File: src/rtl/ladder_ctrl.sv
// ladder_ctrl: sequencer for the constant-time Montgomery-ladder scalar
// multiplication. A latched scalar is walked MSB-first. Each bit issues one
// ADD and then one DBL to the shared point unit. The whole run opens with a
// single INIT that loads R0 with the identity and R1 with P.
//
// The op count, op order and cycle timing do not depend on the scalar value.
// The scalar bit only changes o_op_sel, which tells the point unit which
// register to write.
//
// Ports:
//   i_clk, i_rst      clock; synchronous active-high reset
//   i_start           start request, accepted only while o_idle=1
//   i_scalar          scalar M, sampled on the accepted start cycle
//   o_idle            high while idle
//   o_finished        one-cycle pulse when the ladder completes
//   o_op_valid        op request to the point unit
//   i_op_ready        point unit accepts the op (valid & ready)
//   o_op_code         0=INIT, 1=ADD, 2=DBL (3 is never issued)
//   o_op_sel          current scalar bit b (forced to 0 for INIT)
//   i_op_done         one-cycle pulse: the accepted op has been written back
//   o_bit_idx         index of the bit being processed
module ladder_ctrl #(
  parameter int SCALAR_W = 256,
  parameter int IDX_W    = 8    // 2**IDX_W must be >= SCALAR_W
) (
  input  logic                i_clk,
  input  logic                i_rst,
  input  logic                i_start,
  input  logic [SCALAR_W-1:0] i_scalar,
  output logic                o_idle,
  output logic                o_finished,
  output logic                o_op_valid,
  input  logic                i_op_ready,
  output logic [1:0]          o_op_code,
  output logic                o_op_sel,
  input  logic                i_op_done,
  output logic [IDX_W-1:0]    o_bit_idx
);

  typedef enum logic [2:0] {
    S_IDLE,
    S_INIT_REQ,
    S_INIT_WAIT,
    S_ADD_REQ,
    S_ADD_WAIT,
    S_DBL_REQ,
    S_DBL_WAIT,
    S_DONE
  } state_t;

  localparam logic [1:0]       OP_INIT = 2'd0;
  localparam logic [1:0]       OP_ADD  = 2'd1;
  localparam logic [1:0]       OP_DBL  = 2'd2;
  localparam logic [IDX_W-1:0] IDX_TOP = IDX_W'(SCALAR_W - 1);

  state_t              state_q, state_d;
  logic [SCALAR_W-1:0] scalar_q, scalar_d;
  logic [IDX_W-1:0]    idx_q, idx_d;

  // Next values for the registered outputs.
  logic             idle_d, finished_d, op_valid_d, op_sel_d;
  logic [1:0]       op_code_d;
  logic [IDX_W-1:0] bit_idx_d;

  // State register. The outputs are registered here as well.
  always_ff @(posedge i_clk) begin
    if (i_rst) begin
      state_q    <= S_IDLE;
      scalar_q   <= '0;
      idx_q      <= IDX_TOP;
      o_idle     <= 1'b1;
      o_finished <= 1'b0;
      o_op_valid <= 1'b0;
      o_op_code  <= OP_INIT;
      o_op_sel   <= 1'b0;
      o_bit_idx  <= '0;
    end else begin
      state_q    <= state_d;
      scalar_q   <= scalar_d;
      idx_q      <= idx_d;
      o_idle     <= idle_d;
      o_finished <= finished_d;
      o_op_valid <= op_valid_d;
      o_op_code  <= op_code_d;
      o_op_sel   <= op_sel_d;
      o_bit_idx  <= bit_idx_d;
    end
  end

  // Next-state logic.
  // i_op_ready is looked at only in REQ states, and i_op_done only in WAIT
  // states. A done pulse that lands in a REQ state, or in the cycle the op is
  // accepted, therefore cannot advance the sequence.
  always_comb begin
    state_d  = state_q;
    scalar_d = scalar_q;
    idx_d    = idx_q;
    unique case (state_q)
      S_IDLE: begin
        if (i_start) begin
          scalar_d = i_scalar;
          idx_d    = IDX_TOP;
          state_d  = S_INIT_REQ;
        end
      end
      S_INIT_REQ:  if (i_op_ready) state_d = S_INIT_WAIT;
      S_INIT_WAIT: if (i_op_done)  state_d = S_ADD_REQ;
      S_ADD_REQ:   if (i_op_ready) state_d = S_ADD_WAIT;
      S_ADD_WAIT:  if (i_op_done)  state_d = S_DBL_REQ;
      S_DBL_REQ:   if (i_op_ready) state_d = S_DBL_WAIT;
      S_DBL_WAIT: begin
        if (i_op_done) begin
          if (idx_q == '0) begin
            state_d = S_DONE;
          end else begin
            idx_d   = idx_q - IDX_W'(1);
            state_d = S_ADD_REQ;
          end
        end
      end
      S_DONE: begin
        // i_start is not looked at here. The next run can start once
        // o_idle is high.
        idx_d   = IDX_TOP;
        state_d = S_IDLE;
      end
      default: state_d = S_IDLE;
    endcase
  end

  // Output logic.
  // The outputs are decoded from the next state, so each registered output
  // lines up with the state it describes. While a REQ state is stalled, its
  // inputs do not change, so valid, code, sel and idx stay stable.
  always_comb begin
    idle_d     = (state_d == S_IDLE);
    finished_d = (state_d == S_DONE);
    op_valid_d = 1'b0;
    op_code_d  = OP_INIT;
    op_sel_d   = 1'b0;
    bit_idx_d  = idx_d;
    unique case (state_d)
      S_INIT_REQ: begin
        op_valid_d = 1'b1;
        op_code_d  = OP_INIT;
      end
      S_ADD_REQ: begin
        op_valid_d = 1'b1;
        op_code_d  = OP_ADD;
        op_sel_d   = scalar_d[idx_d];
      end
      S_DBL_REQ: begin
        op_valid_d = 1'b1;
        op_code_d  = OP_DBL;
        op_sel_d   = scalar_d[idx_d];
      end
      default: ;
    endcase
  end

endmodule

File: config.mk
export PLATFORM = sky130hd
export DESIGN_NAME = ladder_ctrl
export DESIGN_NICKNAME = d
export VERILOG_FILES = /design/src/rtl/ladder_ctrl.sv
export SDC_FILE = /design/constraint.sdc
export NUM_CORES = 1
export LEC_CHECK = 0
export ABC_AREA = 1
export ABC_CLOCK_PERIOD_IN_PS = 2200
export BUFFER_PORTS_ARGS = -buffer_cell sky130_fd_sc_hd__buf_2
export CORE_MARGIN = 2
export CORE_UTILIZATION = 45
export DETAILED_ROUTE_END_ITERATION = 16
export PLACE_DENSITY = 0.73
export SETUP_SLACK_MARGIN = 0.3
export SLEW_MARGIN = 20
export SYNTH_ARGS = -nofsm -noshare
export SYNTH_HDL_FRONTEND = slang
export SYNTH_SLANG_ARGS = --single-unit
File: constraint.sdc
create_clock -name i_clk -period 2.2 [get_ports i_clk]
set_input_delay 0.11 -clock i_clk [delete_from_list [all_inputs] [get_ports i_clk]]
set_output_delay 0.11 -clock i_clk [all_outputs]
set_load 0.01 [all_outputs]
### After elaboration in Yosys (flattened, before gate mapping)

Index checks and enable logic that the tools add are counted.

* order comparisons: 1
* $add $sub $neg: 1
* reductions and logical operators: 6
* multiplexer cells: 19
* equality and inequality tests: 11
* bitwise logic cells: 1

Operators with widths (count)
* $mux W256: 2
* $mux W3: 8
* $mux W8: 3
* $pmux W3 S8: 1
* $pmux W8 S3: 1
* $eq A3 B3 Y1 const B: 6
* $eq A3 B2 Y1 const B: 3
* $lt A8 B9 Y1 const B: 1
* $bmux W1 S8: 1
* $logic_not A8 Y1: 1
* $sub A8 B1 Y8 const B: 1
* $eq A3 B1 Y1 const B: 2
* $logic_not A3 Y1: 2
* $pmux W2 S2: 1
* $reduce_or A2 Y1: 2
* $reduce_or A3 Y1: 1
* $mux W1: 2
* $not A1 Y1: 1

* input bits: 261
* output and inout port bits: 14
* logic and storage cells: 48
* bits in registers: 281

### Logic depth before layout (Yosys ltp)

Gate-level depths: netlist of run 1.

* depth after elaboration: 8
* depth in mapped cells: 20
* gate-level depth less buffers: 19

### Worst setup path before layout of run 1

Ideal clock, no wire load.

* kind: reg2reg
* from: reg idx_q[0]
* to: reg o_op_sel
* period minus slack after synthesis: 2259 ps
* setup time: 116 ps
* buffers on the path: 2
* setup slack: -59 ps
* arrival: 2142 ps
* required time: 2084 ps
* cell stages (with the launch flop): 21
* cells stage by stage: dfxtp_1 -> inv_2 -> ha_1 -> nand2_1 -> inv_1 -> nand2_2 -> nand3_1 -> nand2_1 -> nand2_1 -> nand3_1 -> buf_2 -> buf_2 -> nand2_1 -> nand3_1 -> nand3_1 -> nand3_1 -> nand3_1 -> nand3_1 -> nand3_1 -> nand3_1 -> a21oi_1

* longest elaborated chain between the ends: 8
* elaborated cells on any way between the ends: 16

Ends and longest elaborated chain
* start, declared: line 58 `logic [IDX_W-1:0] idx_q, idx_d;`
* start signal, assigned: line 80 `idx_q <= idx_d;`
* branches (longest 8 deep; another with $sub A8 B1 Y8)
* end signal, assigned: line 85 `o_op_sel <= op_sel_d;`
* end, declared: line 35 `output logic o_op_sel,`

Parallel ways; which one is timed is not known. The select of a mux whose other input is x is not followed.
A chain may end at the register's enable or synchronous reset.

### Final worst setup path of run 1

Ends and elaborated chain as after synthesis.

==> out/results.ini, run 1 <==
[outcome]
outcome = finished, violations left
violations = negative setup slack

[worst_hold_path]
worstHoldEndpoint = scalar_q[84]
hold_path_class = in2reg
min_delay_path_depth = 4
hp-start = i_scalar[84]

[clocking]
insertion_delay_ps = 570
cts_buffers = 31
cts.clk_slew.worst_paths_ps = 70
htree_levels = 1
cts_tree = yes
clock_sinks = 281
cts-root-buf = clkbuf_16
cts_buffer_depth = 3

[logic_synthesis]
synth_area_sq_um = 12800
synth_compound_area_share_pct = 1.45
syn_nets = 1828
ys_ff_latch = 281
synth_fa_ha_area_share_pct = 0.0981
avgSynthCellArea_sq_um = 8.15
synthCells = 1566
synth_edf_count = 0
synth_top_family_by_area = simple AND/OR/NAND/NOR gates
synth_seq_area_share_pct = 44.1
synth_xor_area_share_pct = 0.0686
yosysWarnings = 0
ys_types = 39
synthSimpleGateAreaFrac_pct = 28.8
async_reset_ff_share_pct = 0
synth_mux_area_share_pct = 19.9
synth_ff_type = dfxtp_1

[floorplan]
ios = 275
core_area_sq_um = 27900
die_h_um = 172
dieArea_sq_um = 29700
start_util_pct = 45.8
dieWidth_um = 172
num_rows = 61

[grt]
grt_max_degree = 155
grt_pass1_wl_um = 79700
grt_pass1_vias = 15087
antenna_found_initial = 3
grtUsageTotal_pct = 34.8
grt_overflow = 0

[detailed_routing]
wl_met2_um = 28700
wire_per_inst_um = 22.6
drc = 0
drt_iter0_markers = 1998
first_pass_iters = 8
drtAntennaViolNets = 0
highest_layer = met4
via_per_inst = 5.77
totalWireLength_um = 61200
met3_length_um = 6550
routedLengthMet1_um = 21000
num_vias = 15608

[timing]
timing.slew.headroom_pct = 45.0
setup_viol = 1
fin_crit_ps = 2590
rsz0062_at_grt = yes
report.final.slew_viol_count = 0
layout_setup_ws_ps = -388
fin_skew_ps = 12.4
hold_viol_final = 0
final.setup.tns_ps = -388
fmax_ghz = 0.386
post-route-period-util_pct = 118
max_slew.worst_pin.slew_ps = 824

[placement]
dp_hpwl_um = 29900
placed_cells = 2320
port_buffers = 274
gp_congestion = 0.882

[setup_path]
worstSetupStartpointType = flip-flop
ff2ff_setup_slack_ps = -390
r2r-start = idx_q[0]
r2r-end = o_op_sel
cp-end-kind = flip-flop
cp_data_arrival_time_ps = 3100
rr_worst_depth = 21
worstPathRequired_ps = 2710
crit_path_max_fanout = 6
crit_type = reg2reg

[layout]
nets = 2561
finish.utilization_pct = 79.3
area.sequential_sq_um = 5640
syn_to_final_growth_pct = 73.2
final_common_cell = nor2_1
final_cells = 2705
fillers = 1477
multi_input_area_sq_um = 7750
final_cell_mix = nor2_1 (275), dfxtp_1 (274), buf_2 (273)
drive_gt1_share_pct = 39.0

[run]
max-cap-violations = 0

[power]
p_leak_nw = 10.9
p_per_area_nw_per_um2 = 792
ir_drop_v = 0.000627

==> worst max-delay path: stages (launching register included) <==
cell	delay, ps
dfxtp_2	340
inv_4	70
ha_4	150
nand2_4	70
inv_2	80
nand2_4	90
nand3_2	80
nand2_2	60
nand2_2	100
nand3_4	110
buf_12	170
buf_12	130
clkbuf_16	160
nand2_2	70
nand3_2	160
nand3_4	150
nand3_2	110
nand3_2	90
nand3_2	70
nand3_2	90
nand3_2	80
a21oi_2	120
==> per-layer routing <==
metal / track usage (%) / up-vias
li1: - / 6698
met1: 39.6 / 7226
met2: 60.3 / 1252
met3: 6.55 / 432
met4: 20.9 / 0
met5: 0 / -
==> sequential cells by signal, indices dropped and copies added (netlist names) <==
signal / flops
o_bit_idx: 8
o_op_valid: 1
state_q: 3
scalar_q: 256
o_idle: 1
o_op_code: 2
idx_q: 8
o_op_sel: 1
o_finished: 1
==> metrics by stage <==
step	setup slack (ps)	power [W]	hold WS (ps)	cell area, sq um
finish	-388	0.0175	35.8	22100
global placement	-282	0.00988	371	16000
CTS	-263	0.0157	10.9	20000
floorplan	90.7	0.00807	273	12800
global route	-502	0.0180	32.0	22100
detailed placement	-360	0.00995	375	16000
==> what timing repair did <==
item,4_1_cts,5_1_grt
hold buffers,253,0
buffers inserted,8,36
pin swaps,8,111
gates resized for setup,36,302
cloned,7,20
hold endpoints to repair,262,0
setup endpoints to repair,9,27
==> synth_stat cells (5+ instances only) <==
| cell type | count | area [sq um] |
|---|---|---|
| a21oi_1 | 5 | 25.0 |
| buf_2 | 52 | 260 |
| buf_4 | 18 | 135 |
| buf_6 | 6 | 67.6 |
| clkbuf_1 | 32 | 120 |
| dfxtp_1 | 281 | 5630 |
| inv_1 | 19 | 71.3 |
| inv_2 | 10 | 37.5 |
| mux2i_1 | 254 | 2540 |
| nand2_1 | 282 | 1060 |
| nand2_2 | 7 | 43.8 |
| nand3_1 | 270 | 1350 |
| nand4_1 | 5 | 31.3 |
| nor2_1 | 279 | 1050 |
| o21ai_0 | 10 | 50.1 |
==> worst max path at each step <==
| stage | start | endpoint | cells after the start |
|---|---|---|---|
| floorplan | idx_q[0] | o_op_sel | 19 |
| global placement | state_q[0] | o_op_sel | 18 |
| detailed placement | state_q[0] | o_op_sel | 19 |
| CTS | idx_q[1] | o_op_sel | 20 |
| global route | idx_q[0] | o_op_sel | 21 |
| finish | idx_q[0] | o_op_sel | 21 |
==> cell type report <==
type / count / area share [%]
multi-input combinational: 1144 / 35.1
timing repair buffer: 808 / 31.9
sequential: 281 / 25.5
clock buffer: 42 / 3.92
tap: 378 / 2.14
clock inverter: 16 / 0.708
inverter: 33 / 0.685
antenna: 3 / 0.0340
==> cell families (layout without fill, tap and decap cells) <==
logic type,count (synthesis),count (layout)
buffers and inverters,142,899
other,0,3
AO/OA/AOI/OAI,28,28
XOR/XNOR,1,1
AND/OR/NAND/NOR,859,860
adder cells (fa/ha/maj),1,1
flip-flops,281,281
multiplexers,254,254
==> report_power, final <==
part	internal [W]	switching, W
clock network	0.00301	0.00231
logic	0.00306	0.00348
registers	0.00550	0.000160
total	0.0116	0.00595
(Power assumes the default switching activity.)
==> run 2: changes to the inputs <==
Settings changed: REMOVE_ABC_BUFFERS from default to 1.
==> out/results.ini, run 2 (same netlist as run 1, synthesis figures left out) <==
[outcome]
outcome = finished, violations left
violations = negative setup slack

[clocking]
cts.clk_slew.worst_paths_ps = 60
cts_tree = yes
clock_sinks = 281
insertion_delay_ps = 560
cts_buffers = 30
htree_levels = 1
cts_buffer_depth = 3
cts-root-buf = clkbuf_16

[layout]
final_common_cell = dfxtp_1
reg_top3 = scalar_q: 256 flops, idx_q: 8 flops, o_bit_idx: 8 flops
final_cells = 2673
nets = 2529
area.sequential_sq_um = 5630
fillers = 1680
registers.top_by_ff_count = scalar_q
syn_to_final_growth_pct = 66.7
final_cell_mix = dfxtp_1 (276), nor2_1 (275), buf_2 (273)
multi_input_area_sq_um = 7330
design_area_sq_um = 21300
largest_reg_flops = 256
drive_gt1_share_pct = 34.1

[timing]
setup_viol = 1
post-route-period-util_pct = 112
final.setup.tns_ps = -257
timing.slew.headroom_pct = 54.7
max_slew.worst_pin.slew_ps = 679
fin_crit_ps = 2460
layout_setup_ws_ps = -257
rsz0062_at_grt = yes
fin_skew_ps = 11.5
fmax_ghz = 0.407
hold_viol_final = 0
report.final.slew_viol_count = 0

[floorplan]
start_util_pct = 45.8
num_rows = 61
dieArea_sq_um = 29700
die_h_um = 172
core_area_sq_um = 27900
dieWidth_um = 172
ios = 275

[setup_path]
crit_path_max_fanout = 8
r2r-end = o_op_sel
cp-end-kind = flip-flop
cp_data_arrival_time_ps = 2910
worstPathRequired_ps = 2660
r2r-start = idx_q[0]
worstSetupStartpointType = flip-flop
rr_worst_depth = 19
path_cells = inv_2, ha_4, nand2_4, o21ai_4, nand2_2, nand2_2, nand2_2, nand3_4, buf_12, clkbuf_16, nand2_1, nand3_1, nand3_2, nand3_2, nand3_2, nand3_2, nand3_2, nand3_2, a21oi_2
cp_common_cell = nand3_2
crit_type = reg2reg
ff2ff_setup_slack_ps = -260
cpPeakStageDelay_ps = 320
critical_path.slowest_cell = dfxtp_2

[detailed_routing]
via_per_inst = 5.55
drtAntennaViolNets = 0
wire_per_inst_um = 20.4
totalWireLength_um = 54400
drc = 0
first_pass_iters = 6
num_vias = 14834
drt_iter0_markers = 1471

[grt]
grtUsageTotal_pct = 32.6
grt_max_degree = 141
grt_overflow = 0
grt_pass1_vias = 14902
grt_pass1_wl_um = 75800
antenna_found_initial = 9

[run]
max-cap-violations = 0

[power]
p_leak_nw = 10.6
finalPower_w = 0.0167
p_per_area_nw_per_um2 = 784
ir_drop_v = 0.000725

[placement]
gp_congestion = 0.883
port_buffers = 274
placed_cells = 2318
placed_cell_area_sq_um = 16000
dp_hpwl_um = 27300

[worst_hold_path]
hp-start = i_scalar[80]
hold_path_class = in2reg
min_delay_path_depth = 5
worstHoldEndpoint = scalar_q[80]

run 2: cell count changes in the layout (fill, tap and decap cells not counted), sizes merged:
cell and delta:
buf -27, bufbuf +2, bufinv +1, clkbuf -9, clkinv +4, clkinvlp -5, diode +5, dlygate4sd3 +2
inv -4, nand2 -1
run 2: worst max-delay path by stage:
stage                          start       end  slack (ps)  cells after the start
after global routing        idx_q[0]  o_op_sel        -350                     19
final                       idx_q[0]  o_op_sel        -260                     19
after global placement      idx_q[0]  o_op_sel        -470                     16
after detailed placement    idx_q[1]  o_op_sel        -470                     16
after floorplan           state_q[0]  o_op_sel      -11590                     16
after CTS                 state_q[1]  o_op_sel        -120                     19
run 2: area by class of cell:
class / count / area share, %
well taps: 378 / 2.22
repair buffers: 778 / 31.4
clock buffers: 40 / 4.04
multi-input cells: 1143 / 34.4
flip-flops and latches: 281 / 26.5
diodes: 8 / 0.0941
clock inverters: 12 / 0.653
inverters: 33 / 0.683
run 2: worst max-delay path: cells and delay by family, from the launching register on:
| kind | cells | cell delay [ps] |
|---|---|---|
| compound gates | 2 | 250 |
| simple gates | 13 | 1160 |
| fa+ha+maj | 1 | 150 |
| flops | 1 | 320 |
| buf+inv | 3 | 470 |
run 2: repair_timing:
action,4_1_cts,5_1_grt
pin swaps,19,41
setup endpoints to repair,8,10
endpoints found under the hold margin,255,0
gates cloned,6,11
resized for setup,101,151
setup buffers,16,7
hold buffers,255,0
run 2: layer usage:
| metal | track usage (%) | wire, um | vias to the layer above |
|---|---|---|---|
| met2 | 58.4 | 27000 | 983 |
| met3 | 5.58 | 4410 | 332 |
| li1 | - | - | 6619 |
| met5 | 0 | 16 | - |
| met1 | 36.3 | 19200 | 6898 |
| met4 | 18.9 | 3770 | 2 |
run 2: per-stage QoR:
stage	setup slack, ps	hold slack [ps]	utilization, %
floorplan	-11590	182	-
global placement	-468	367	57.3
detailed placement	-468	368	57.3
CTS	-124	56.2	72.7
global route	-347	82.7	76.3
finish	-257	57.6	76.3
run 2: power by group:
part	internal, W	total, W	switching (W)
Clock	0.00307	0.00522	0.00215
Sequential	0.00550	0.00566	0.000162
Combinational	0.00275	0.00579	0.00304
==> run 3: changes to the inputs <==
Settings changed: CORE_UTILIZATION 45 to 49, PLACE_DENSITY 0.73 to 0.78, SKIP_CTS_REPAIR_TIMING from default to 1.
==> out/results.ini, run 3 (same netlist as run 1, synthesis figures left out) <==
[timing]
fin_skew_ps = 15.6
report.final.slew_viol_count = 0
timing.slew.headroom_pct = 58.6
layout_setup_ws_ps = -313
rsz0062_at_grt = yes
post-route-period-util_pct = 114
setup_viol = 1
final.setup.tns_ps = -313
fmax_ghz = 0.398
hold_ws_ps = -32.7
fin_crit_ps = 2510
hold_viol_final = 14
max_slew.worst_pin.slew_ps = 621

[setup_path]
cp_data_arrival_time_ps = 3000
r2r-start = state_q[0]
crit_type = reg2reg
crit_path_max_fanout = 22
critPathBufInv = 4
critical_path.slowest_cell = dfxtp_1
worstPathRequired_ps = 2690
ff2ff_setup_slack_ps = -310
cp-end-kind = flip-flop
rr_worst_depth = 17
worstSetupStartpointType = flip-flop
r2r-end = o_op_sel
path_cells = inv_1, nand3_2, inv_2, nand4_2, nand3_4, nand2_8, buf_16, buf_4, nand2_1, nand3_1, nand3_4, nand3_1, nand3_1, nand3_2, nand3_2, nand3_2, a21oi_2
crit_family = simple AND/OR/NAND/NOR gates
cpPeakStageDelay_ps = 350
cp_common_cell = nand3_2

[worst_hold_path]
worstHoldEndpoint = scalar_q[238]
hold_path_class = in2reg
hp-start = i_scalar[238]
min_delay_path_depth = 4

[layout]
syn_to_final_growth_pct = 57.6
registers.top_by_ff_count = scalar_q
final_cell_mix = nand2_1 (278), nor2_1 (277), dfxtp_1 (277)
final_common_cell = nand2_1
drive_gt1_share_pct = 29.8
reg_top3 = scalar_q: 256 flops, idx_q: 8 flops, o_bit_idx: 8 flops
largest_reg_flops = 256
nets = 2487
final_cells = 2587
design_area_sq_um = 20100

[clocking]
htree_levels = 1
cts_tree = yes
cts_buffer_depth = 3
insertion_delay_ps = 550
clock_sinks = 281
cts-root-buf = clkbuf_16
cts.clk_slew.worst_paths_ps = 60
cts_buffers = 29

[floorplan]
dieArea_sq_um = 27300
ios = 275
die_h_um = 165
start_util_pct = 49.4
core_area_sq_um = 25800
num_rows = 59
dieWidth_um = 165

[placement]
gp_congestion = 0.905
placed_cells = 2270
placed_cell_area_sq_um = 15900
dp_hpwl_um = 26700
port_buffers = 274

[detailed_routing]
num_vias = 14921
wire_per_inst_um = 20.8
drtAntennaViolNets = 0
drt_iter0_markers = 1591
first_pass_iters = 8
via_per_inst = 5.77
totalWireLength_um = 53800
drc = 0

[outcome]
violations = negative hold slack, negative setup slack
outcome = finished, violations left

[grt]
grtUsageTotal_pct = 26.7
grt_pass1_wl_um = 58600
grt_overflow = 0
antenna_found_initial = 3
grt_pass1_vias = 11829
grt_max_degree = 136

[power]
p_leak_nw = 10.1
ir_drop_v = 0.000685
finalPower_w = 0.0161
p_per_area_nw_per_um2 = 800

[run]
max-cap-violations = 0

==> run 3: cell types whose count changed in the layout (fill, tap and decap cells not counted), moves of 16 or more <==
cell / before / now
nand3_1: 147 / 211
nand3_2: 113 / 53
dlygate4sd3_1: 255 / 230
buf_6: 23 / 7
nand2_1: 262 / 278
nand2_2: 22 / 6
==> run 3: through the flow <==
stage	util [%]	hold WS (ps)	worst slack (ps)
2_1_floorplan	-	182	-11590
3_3_place_gp	61.4	364	-317
3_5_place_dp	61.4	377	-371
4_1_cts	65.1	-190	-398
5_1_grt	77.8	-10.7	-524
6_report	77.8	-32.7	-313
==> run 3: final cells by class <==
| class | count | area (sq um) |
|---|---|---|
| multi-input combinational | 1143 | 6890 |
| timing repair buffer | 737 | 6050 |
| fill | 1509 | 5730 |
| sequential | 281 | 5630 |
| clock buffer | 41 | 811 |
| tap | 335 | 419 |
| inverter | 33 | 155 |
| clock inverter | 11 | 136 |
| antenna | 6 | 15.0 |
==> run 3: power breakdown <==
group | switching (W) | internal (W) | leakage [nW]
combinational | 0.00289 | 0.00252 | 7.37
clock | 0.00211 | 0.00291 | 0.466
sequential | 0.000159 | 0.00550 | 2.31
total | 0.00515 | 0.0109 | 10.1
==> run 3: worst min-delay path: stages <==
cell     delay [ps]
buf_2            80
mux2i_1          70
buf_4           140
nor2_1           70
==> run 3: how the worst max path moves through the flow <==
stage | startpoint | to | slack (ps) | cells past startpoint
after global placement | idx_q[0] | o_op_sel | -320 | 20
after global routing | state_q[2] | o_op_sel | -520 | 15
final | state_q[0] | o_op_sel | -310 | 17
after CTS | idx_q[1] | o_op_sel | -400 | 19
after detailed placement | idx_q[0] | o_op_sel | -370 | 20
after floorplan | state_q[0] | o_op_sel | -11590 | 16
==> run 3: metal layers <==
metal / part of all wire [%] / track usage (%) / wire length [um] / vias to the layer above
met5: 0 / 0 / 0 / -
met4: 6.8 / 10.1 / 3660 / 0
met3: 10 / 4.20 / 5390 / 346
met2: 48 / 45.5 / 25900 / 1125
met1: 35 / 34.2 / 18900 / 6935
li1: - / - / - / 6515
